--- config.mk ---
export PLATFORM = sky130hd
export DESIGN_NAME = siw_memory_bram_1_arb_a
export DESIGN_NICKNAME = d
export VERILOG_FILES = /design/src/rtl/siw_memory_bram_1_arb_pkg.sv /design/src/rtl/siw_rr_arb2.sv /design/src/rtl/siw_memory_bram_1_arb_a.sv
export SDC_FILE = /design/constraint.sdc
export NUM_CORES = 1
export LEC_CHECK = 0
export CORE_MARGIN = 5
export CORE_UTILIZATION = 50
export CTS_CLUSTER_SIZE = 24
export DETAILED_ROUTE_END_ITERATION = 12
export DONT_BUFFER_PORTS = 1
export HOLD_SLACK_MARGIN = 0.08
export PLACE_DENSITY = 0.62
export RECOVER_POWER = 25
export SLEW_MARGIN = 20
export SYNTH_ARGS = -nofsm -noshare
export SYNTH_HDL_FRONTEND = slang
export SYNTH_SLANG_ARGS = --single-unit
--- constraint.sdc ---
create_clock -name siw_memory_bram_1_clk_a -period 6.1 [get_ports siw_memory_bram_1_clk_a]
set_clock_uncertainty 0.2 [all_clocks]
set_input_delay 0.61 -clock siw_memory_bram_1_clk_a [delete_from_list [all_inputs] [get_ports siw_memory_bram_1_clk_a]]
set_output_delay 0.61 -clock siw_memory_bram_1_clk_a [all_outputs]
set_load 0.02 [all_outputs]
--- src/rtl/siw_memory_bram_1_arb_pkg.sv ---
// Shared types and constants for the SIW BRAM port-A access controller.
package siw_memory_bram_1_arb_pkg;

    localparam int unsigned ADDR_W_DEF = 10;
    localparam int unsigned DATA_W_DEF = 32;
    localparam int unsigned RD_LAT_DEF = 3;

    localparam logic       ID_R0    = 1'b0;
    localparam logic       ID_R1    = 1'b1;
    localparam logic [1:0] MEM_CONF = 2'd0;

    typedef enum logic {
        ST_RUN   = 1'b0,
        ST_CLEAR = 1'b1
    } state_e;

    // One slot of the read-return tag pipe.
    typedef struct packed {
        logic vld;
        logic id;
    } rd_tag_t;

endpackage

--- src/rtl/siw_rr_arb2.sv ---
// Two-way round-robin arbiter; grant_c is combinational, pointer moves only on a grant.
module siw_rr_arb2 (
    input  logic       siw_memory_bram_1_clk_a,
    input  logic       siw_memory_bram_1_reset,
    input  logic [1:0] valid,
    input  logic       advance,
    output logic [1:0] grant_c
);

    // last_q = 1 means r1 was granted last, so r0 wins the next tie.
    logic last_q;
    logic last_d;

    always_comb begin
        grant_c = 2'b00;
        last_d  = last_q;
        if (advance) begin
            case (valid)
                2'b01:   grant_c = 2'b01;
                2'b10:   grant_c = 2'b10;
                2'b11:   grant_c = last_q ? 2'b01 : 2'b10;
                default: grant_c = 2'b00;
            endcase
        end
        if (grant_c[0]) begin
            last_d = 1'b0;
        end else if (grant_c[1]) begin
            last_d = 1'b1;
        end
    end

    always_ff @(posedge siw_memory_bram_1_clk_a or posedge siw_memory_bram_1_reset) begin
        if (siw_memory_bram_1_reset) begin
            last_q <= 1'b1;
        end else begin
            last_q <= last_d;
        end
    end

endmodule

--- src/rtl/siw_memory_bram_1_arb_a.sv ---
// Port-A controller: round-robin sharing of BRAM port A, read-return tagging and memory clear.
module siw_memory_bram_1_arb_a
    import siw_memory_bram_1_arb_pkg::*;
#(
    parameter int unsigned ADDR_W      = ADDR_W_DEF,
    parameter int unsigned DATA_W      = DATA_W_DEF,
    parameter int unsigned RD_LAT      = RD_LAT_DEF,
    parameter logic [DATA_W-1:0] CLEAR_VALUE = '0
) (
    input  logic              siw_memory_bram_1_clk_a,
    input  logic              siw_memory_bram_1_reset,
    input  logic              clear_start,
    output logic              clear_busy,
    output logic              clear_done,
    input  logic              r0_valid,
    output logic              r0_ready,
    input  logic              r0_we,
    input  logic [ADDR_W-1:0] r0_addr,
    input  logic [DATA_W-1:0] r0_wdata,
    output logic              r0_rvalid,
    output logic [DATA_W-1:0] r0_rdata,
    input  logic              r1_valid,
    output logic              r1_ready,
    input  logic              r1_we,
    input  logic [ADDR_W-1:0] r1_addr,
    input  logic [DATA_W-1:0] r1_wdata,
    output logic              r1_rvalid,
    output logic [DATA_W-1:0] r1_rdata,
    output logic              mem_enable_a,
    output logic              mem_write_en_a,
    output logic [ADDR_W-1:0] mem_address_a,
    output logic [DATA_W-1:0] mem_input_data_a,
    output logic [1:0]        mem_conf_a,
    output logic              mem_init,
    input  logic [DATA_W-1:0] mem_output_data_a
);

    state_e                     state_q, state_d;
    logic [ADDR_W-1:0]          cnt_q, cnt_d;
    logic                       en_q, en_d;
    logic                       we_q, we_d;
    logic [ADDR_W-1:0]          addr_q, addr_d;
    logic [DATA_W-1:0]          wdata_q, wdata_d;
    logic                       done_q, done_d;
    rd_tag_t [RD_LAT-1:0]       tag_q, tag_d;
    rd_tag_t                    push;
    logic [1:0]                 gnt;

    siw_rr_arb2 u_arb (
        .siw_memory_bram_1_clk_a (siw_memory_bram_1_clk_a),
        .siw_memory_bram_1_reset (siw_memory_bram_1_reset),
        .valid                   ({r1_valid, r0_valid}),
        .advance                 (state_q == ST_RUN),
        .grant_c                 (gnt)
    );

    // Next-state, port register and tag-pipe input.
    always_comb begin
        state_d = state_q;
        cnt_d   = cnt_q;
        en_d    = 1'b0;
        we_d    = 1'b0;
        addr_d  = addr_q;
        wdata_d = wdata_q;
        done_d  = 1'b0;
        push    = '0;
        case (state_q)
            ST_RUN: begin
                if (gnt != 2'b00) begin
                    en_d     = 1'b1;
                    we_d     = gnt[1] ? r1_we    : r0_we;
                    addr_d   = gnt[1] ? r1_addr  : r0_addr;
                    wdata_d  = gnt[1] ? r1_wdata : r0_wdata;
                    push.vld = ~(gnt[1] ? r1_we : r0_we);
                    push.id  = gnt[1] ? ID_R1 : ID_R0;
                end
                if (clear_start) begin
                    state_d = ST_CLEAR;
                    cnt_d   = '0;
                end
            end
            ST_CLEAR: begin
                en_d    = 1'b1;
                we_d    = 1'b1;
                addr_d  = cnt_q;
                wdata_d = CLEAR_VALUE;
                cnt_d   = cnt_q + ADDR_W'(1);
                if (cnt_q == {ADDR_W{1'b1}}) begin
                    state_d = ST_RUN;
                    done_d  = 1'b1;
                end
            end
        endcase
        tag_d = {tag_q[RD_LAT-2:0], push};
    end

    always_ff @(posedge siw_memory_bram_1_clk_a or posedge siw_memory_bram_1_reset) begin
        if (siw_memory_bram_1_reset) begin
            state_q <= ST_RUN;
            cnt_q   <= '0;
            en_q    <= 1'b0;
            we_q    <= 1'b0;
            addr_q  <= '0;
            wdata_q <= '0;
            done_q  <= 1'b0;
            tag_q   <= '0;
        end else begin
            state_q <= state_d;
            cnt_q   <= cnt_d;
            en_q    <= en_d;
            we_q    <= we_d;
            addr_q  <= addr_d;
            wdata_q <= wdata_d;
            done_q  <= done_d;
            tag_q   <= tag_d;
        end
    end

    assign r0_ready         = gnt[0];
    assign r1_ready         = gnt[1];
    assign clear_busy       = (state_q == ST_CLEAR);
    assign clear_done       = done_q;
    assign mem_init         = (state_q == ST_CLEAR);
    assign mem_conf_a       = MEM_CONF;
    assign mem_enable_a     = en_q;
    assign mem_write_en_a   = we_q;
    assign mem_address_a    = addr_q;
    assign mem_input_data_a = wdata_q;
    // Read data is broadcast; only the owner's rvalid qualifies it.
    assign r0_rvalid        = tag_q[RD_LAT-1].vld && (tag_q[RD_LAT-1].id == ID_R0);
    assign r1_rvalid        = tag_q[RD_LAT-1].vld && (tag_q[RD_LAT-1].id == ID_R1);
    assign r0_rdata         = mem_output_data_a;
    assign r1_rdata         = mem_output_data_a;

endmodule

==> reports/summary.txt, run 1 <==
Internal power -> 0.0008420 W
Worst Setup SP -> u_arb.last_q
Vias in the first global route -> 2209
# DRC -> 0
Post-Route Setup TNS -> 0 ns
Multi-input logic area -> 1205 um2
Crit. End Element -> output port
Iteration-0 DRC Markers -> 36
Initial core utilization -> 50.78%
Wire length per cell -> 22.30 um
# IOs -> 240
Die area -> 8576 um2
R2R cell count -> 4
WL final -> 7581 um
P per Cell Area -> 389.4 nW/um2
CP Depth -> 3
Final instance count without filler cells -> 340
Initial antenna violation count -> 0
Storage cell area -> 1578 um2
R2R Setup Slk -> 4.24 ns
P_sw -> 0.0003911 W
Reg-to-Reg End -> mem_input_data_a[17]
Worst-Margin Slew -> 0.7870 ns
Area contributors post-synth -> dfrtp_1 45%, buf_4 15%, a221o_1 9.4%
Total track usage -> 17.75%
Post-synthesis sequential area ratio -> 46.24%
Largest net degree at the start of global routing -> 64
#FFs+latches synth -> 63
Clock transition at path regs -> 0.07 ns
Fraction of layout cells with a size suffix above 1 -> 10.77%
Syn_area_per_cell -> 10.56 um2
CTS Sinks -> 63
Hold buffers post-CTS -> 0
Yosys cell types -> 39
CTS resizes -> 0
Clock buffer count from CTS -> 9
Sw Share -> 31.72%
Core Area -> 6719 um2
Fill cell count -> 629
Crit path buf inv count -> 1
Commonest non-fill, non-tap cell in the layout -> dfrtp_1
Post-CTS setup buffer count -> 0
RR Startpoint -> u_arb.last_q
Number of max-cap violations -> 0
Height of the chip -> 92.61 um
Reg power frac -> 50.4%
HP Class -> flip-flop to flip-flop
Slew Limit Fails -> 0
Post-Synthesis Cells -> 323
RSZ-0062 raised after global routing -> false
Slowest CP cell -> dfstp_2
Max FO, Critical Path -> 35
Die width -> 92.61 um
Logic pwr share -> 16.0%
# diodes -> 0
Share of the synthesized area in the top cell type -> 45.47%
Fin crit share -> 38.50%
IO buf count -> 0
Highest-count cells in the layout ignoring fill and taps -> 62 x dfrtp_1, 36 x and2_1, 32 x a221o_1
GRT overflow -> 0
Final Hold Viols -> 0
Post-synth top area cell -> dfrtp_1
Antenna-violating nets left -> 0
WP data arrival -> 1.54 ns
Max Fclk -> 0.4258 GHz
Yosys warns -> 0
Total iterations of the first detailed-routing run -> 4
FP Rows -> 30
First-pass GRT wire length -> 11880 um
Status -> completed
Worst IR Drop VDD -> 210.4 uV
CP startpoint kind -> flip-flop
WS Path Type -> flip-flop to output port
Clk root buf -> clkbuf_8
Crit path cell chain -> nand2b_1 -> and3b_1 -> buf_4
Critical Path RT -> 5.29 ns
Dpl cells -> 324
Clock Tree Buf Depth -> 2
Worst path top cell family by delay -> flip-flops
Clk_lat worst skew -> 0.33 ns
Finish-stage setup viols -> 0
Clk pwr share -> 33.6%
Tmin final -> 2.349 ns
Via-per-instance ratio -> 6.203
Synth-to-layout area growth -> -7.187%
CTS tree -> yes
Vias -> 2109
H-Tree Depth -> 3
Largest stage delay on the critical path -> 0.56 ns
Worst slew margin -> 47.53%
Critical Path End -> r0_ready
Synthesized area -> 3412 um2
NumNets Final -> 379
Hpwl dp -> 5363 um
LEAKAGE -> 1.472 nW
Final Wtd Congestion -> 0.7964
[flip-flops by register name (all words and copies together), names as in the netlist, 2 cells and up]
name and flops:
tag_q 2, mem_address_a 10, cnt_q 10, mem_input_data_a 32, tag_d 4
[routing by layer]
| layer | vias to the layer above | track usage (%) | routed length, um |
|---|---|---|---|
| met5 | - | 0 | 0 |
| met4 | 0 | 6.188 | 100 |
| met3 | 17 | 9.911 | 923 |
| met2 | 119 | 26.16 | 3481 |
| met1 | 1022 | 21.80 | 3076 |
| li1 | 951 | - | - |
[power by group through the flow]
stage	Clock, W	Sequential, W	Combinational [W]
finish	0.000415	0.000621	0.000197
global route	0.000451	0.000634	0.000225
CTS	0.000431	0.000621	0.000202
detailed placement	0	0.000626	0.000202
global placement	0	0.000628	0.000192
floorplan	0	0.000599	0.000231
[final cells by class]
class                      count  share of cell area (%)
inverter                       4                  0.4741
sequential                    63                   49.82
timing repair buffer           5                   1.185
tap                           80                   3.161
clock inverter                 5                   2.529
clock buffer                  11                   4.781
multi-input combinational    172                   38.05
[stage by stage]
| step | hold WS [ns] | utilization (%) | setup slack (ns) | power [W] | instance area [um2] |
|---|---|---|---|---|---|
| detailed placement | 0.1347 | 43.69 | 3.874 | 0.0008283 | 2935 |
| CTS | 0.1514 | 47.13 | 3.714 | 0.001253 | 3167 |
| finish | 0.1487 | 47.13 | 3.751 | 0.001233 | 3167 |
| global placement | 0.1323 | 43.69 | 3.887 | 0.0008202 | 2935 |
| floorplan | 0.1312 | - | 3.722 | 0.0008297 | 3416 |
| global route | 0.1593 | 47.13 | 3.643 | 0.001310 | 3167 |
[cell usage after synthesis]
cell / instances
mux2_2: 2
a221o_1: 32
a31oi_1: 2
dfstp_2: 1
a21o_1: 2
and2_1: 36
inv_1: 4
buf_2: 5
o41ai_1: 1
nand4_1: 2
clkbuf_1: 4
nor3b_1: 1
nand3_1: 6
nor3_1: 1
buf_1: 2
conb_1: 1
a21bo_2: 1
nor2_1: 4
xnor2_1: 1
o211ai_1: 1
o22ai_1: 9
and4_1: 1
dfrtp_1: 62
a211oi_1: 9
nor2_2: 1
and3b_1: 2
nand2b_1: 3
ha_1: 1
buf_6: 4
nor3_2: 1
o21ba_2: 1
mux2i_1: 4
o21ai_0: 2
o31ai_1: 10
and3_1: 3
nor2b_1: 10
nand2_1: 18
buf_4: 70
a21oi_1: 3
[worst min-delay path by stage]
stage                        start  slack [ns]  cells past startpoint  endpoint
final                     tag_d[2]        0.15                      0  tag_d[4]
after global routing      tag_d[2]        0.16                      0  tag_d[4]
after CTS                 tag_d[2]        0.15                      0  tag_d[4]
after detailed placement  tag_d[2]        0.13                      0  tag_d[4]
after global placement    tag_d[4]        0.13                      0  tag_q[4]
after floorplan           tag_d[2]        0.13                      0  tag_d[4]
[cells by family (layout without fill, tap and decap cells)]
family	count (synthesis)	in the layout	share of synthesized area (%)
other cells	1	2	0.1099
buf+inv	89	25	18.55
simple gates	89	89	14.81
mux	6	6	1.834
xor+xnor	1	1	0.2567
flops	63	63	46.24
fa+ha+maj	1	1	0.3666
compound gates	73	73	17.82
(Power assumes the default switching activity.)
==> run 2: changes to the inputs <==
clock period = 2.2 ns   (was 6.1 ns; I/O delays follow)
==> run 2 against run 1 <==
Compared with the run above:
- synthesized cell count unchanged
- the run now fails in clock tree synthesis
- area after synthesis unchanged
==> reports/summary.txt, run 2 <==
Status -> stopped before the end
Failing step -> clock tree synthesis
Error msg -> [ERROR RSZ-0060] Max buffer count reached.
CTS Sinks -> 63
Count leader, synth -> buf_4
Share of the synthesized area in the top cell type -> 45.47%
Clock Tree Buf Depth -> 2
Simple logic cell fraction of the synthesized area -> 14.81%
Area contributors post-synth -> dfrtp_1 45%, buf_4 15%, a221o_1 9.4%
H-Tree Depth -> 3
Initial core utilization -> 50.78%
Hold buffers post-CTS -> 101
Dpl cells -> 330
Post-synthesis sequential area ratio -> 46.24%
Yosys warns -> 0
Clk root buf -> clkbuf_8
FP Rows -> 30
Die width -> 92.61 um
Clock buffer count from CTS -> 9
Post-synthesis mux area share -> 1.834%
Yosys cell types -> 39
Post-Synthesis Cells -> 323
#FFs+latches synth -> 63
Hpwl dp -> 5612 um
Async SR Flop Fraction -> 100.0%
Syn_area_per_cell -> 10.56 um2
Synth Area in Compound Gates -> 17.82%
Post-CTS setup buffer count -> 0
Synthesized area -> 3412 um2
Main combinational cell family by area after synthesis -> buffers and inverters
Post-Synth XOR/XNOR Area -> 0.2567%
Post-synth top area cell -> dfrtp_1
CTS resizes -> 0
Final Wtd Congestion -> 0.7663
IO buf count -> 0
Height of the chip -> 92.61 um
Top cells by count, synth -> 70 x buf_4, 62 x dfrtp_1, 36 x and2_1, 32 x a221o_1, 18 x nand2_1
Synth Area in Adders -> 0.3667%
# IOs -> 240
Commonest register cell after synthesis -> dfrtp_1
Number of enable flip-flop cells after synthesis -> 0
==> run 2: per-stage QoR <==
stage	utilization, %	setup WS [ns]	instance area [um2]
2_1_floorplan	-	0.2119	3416
3_5_place_dp	44.73	0.4367	3005
3_3_place_gp	44.73	0.4917	3005
==> run 2: cells by family after synthesis <==
| group | after synthesis |
|---|---|
| AO/OA/AOI/OAI | 73 |
| adder cells (fa/ha/maj) | 1 |
| other | 1 |
| XOR/XNOR | 1 |
| multiplexers | 6 |
| flip-flops | 63 |
| AND/OR/NAND/NOR | 89 |
| buffers and inverters | 89 |
==> run 3: changes to the inputs <==
CORE_UTILIZATION = 35   (was 50)
CTS_CLUSTER_SIZE = not set   (was 24)
HOLD_SLACK_MARGIN = not set   (was 0.08)
PLACE_DENSITY = not set   (was 0.62)
PLACE_DENSITY_LB_ADDON = 0.15   (was not set)
==> run 3 against run 2 <==
Compared with the run above:
- the run again fails in clock tree synthesis
- area after synthesis unchanged
- synthesized cell count unchanged
==> reports/summary.txt, run 3 <==
Post-synthesis sequential area ratio -> 46.24%
Failing step -> clock tree synthesis
FP Rows -> 36
CTS resizes -> 0
Synthesized area -> 3412 um2
Clock Tree Buf Depth -> 2
Clock buffer count from CTS -> 9
Initial core utilization -> 35.40%
Yosys cell types -> 39
Height of the chip -> 108.7 um
Hold buffers post-CTS -> 101
Hpwl dp -> 5869 um
Syn_area_per_cell -> 10.56 um2
Top cells by count, synth -> 70 x buf_4, 62 x dfrtp_1, 36 x and2_1, 32 x a221o_1, 18 x nand2_1
Share of the synthesized area in the top cell type -> 45.47%
Clk root buf -> clkbuf_8
IO buf count -> 0
CTS Sinks -> 63
Async SR Flop Fraction -> 100.0%
Count leader, synth -> buf_4
Final Wtd Congestion -> 0.7249
#FFs+latches synth -> 63
Number of enable flip-flop cells after synthesis -> 0
Yosys warns -> 0
Status -> stopped before the end
Area contributors post-synth -> dfrtp_1 45%, buf_4 15%, a221o_1 9.4%
Post-CTS setup buffer count -> 0
H-Tree Depth -> 3
Die width -> 108.7 um
Post-Synthesis Cells -> 323
Post-synth top area cell -> dfrtp_1
Commonest register cell after synthesis -> dfrtp_1
Error msg -> [ERROR RSZ-0060] Max buffer count reached.
# IOs -> 240
run 3: cell families after synthesis:
family	after synthesis	share of synthesized area [%]
simple gates	89	14.81
buf+inv	89	18.55
compound gates	73	17.82
flops	63	46.24
mux	6	1.834
fa+ha+maj	1	0.3666
other cells	1	0.1099
xor+xnor	1	0.2567
run 3: metrics by stage:
stage               util (%)  cells  setup WS [ns]  instance area (um2)
floorplan                  -    324         0.2119                 3416
global placement       31.92    382         0.4350                 3077
detailed placement     31.92    382         0.4368                 3077
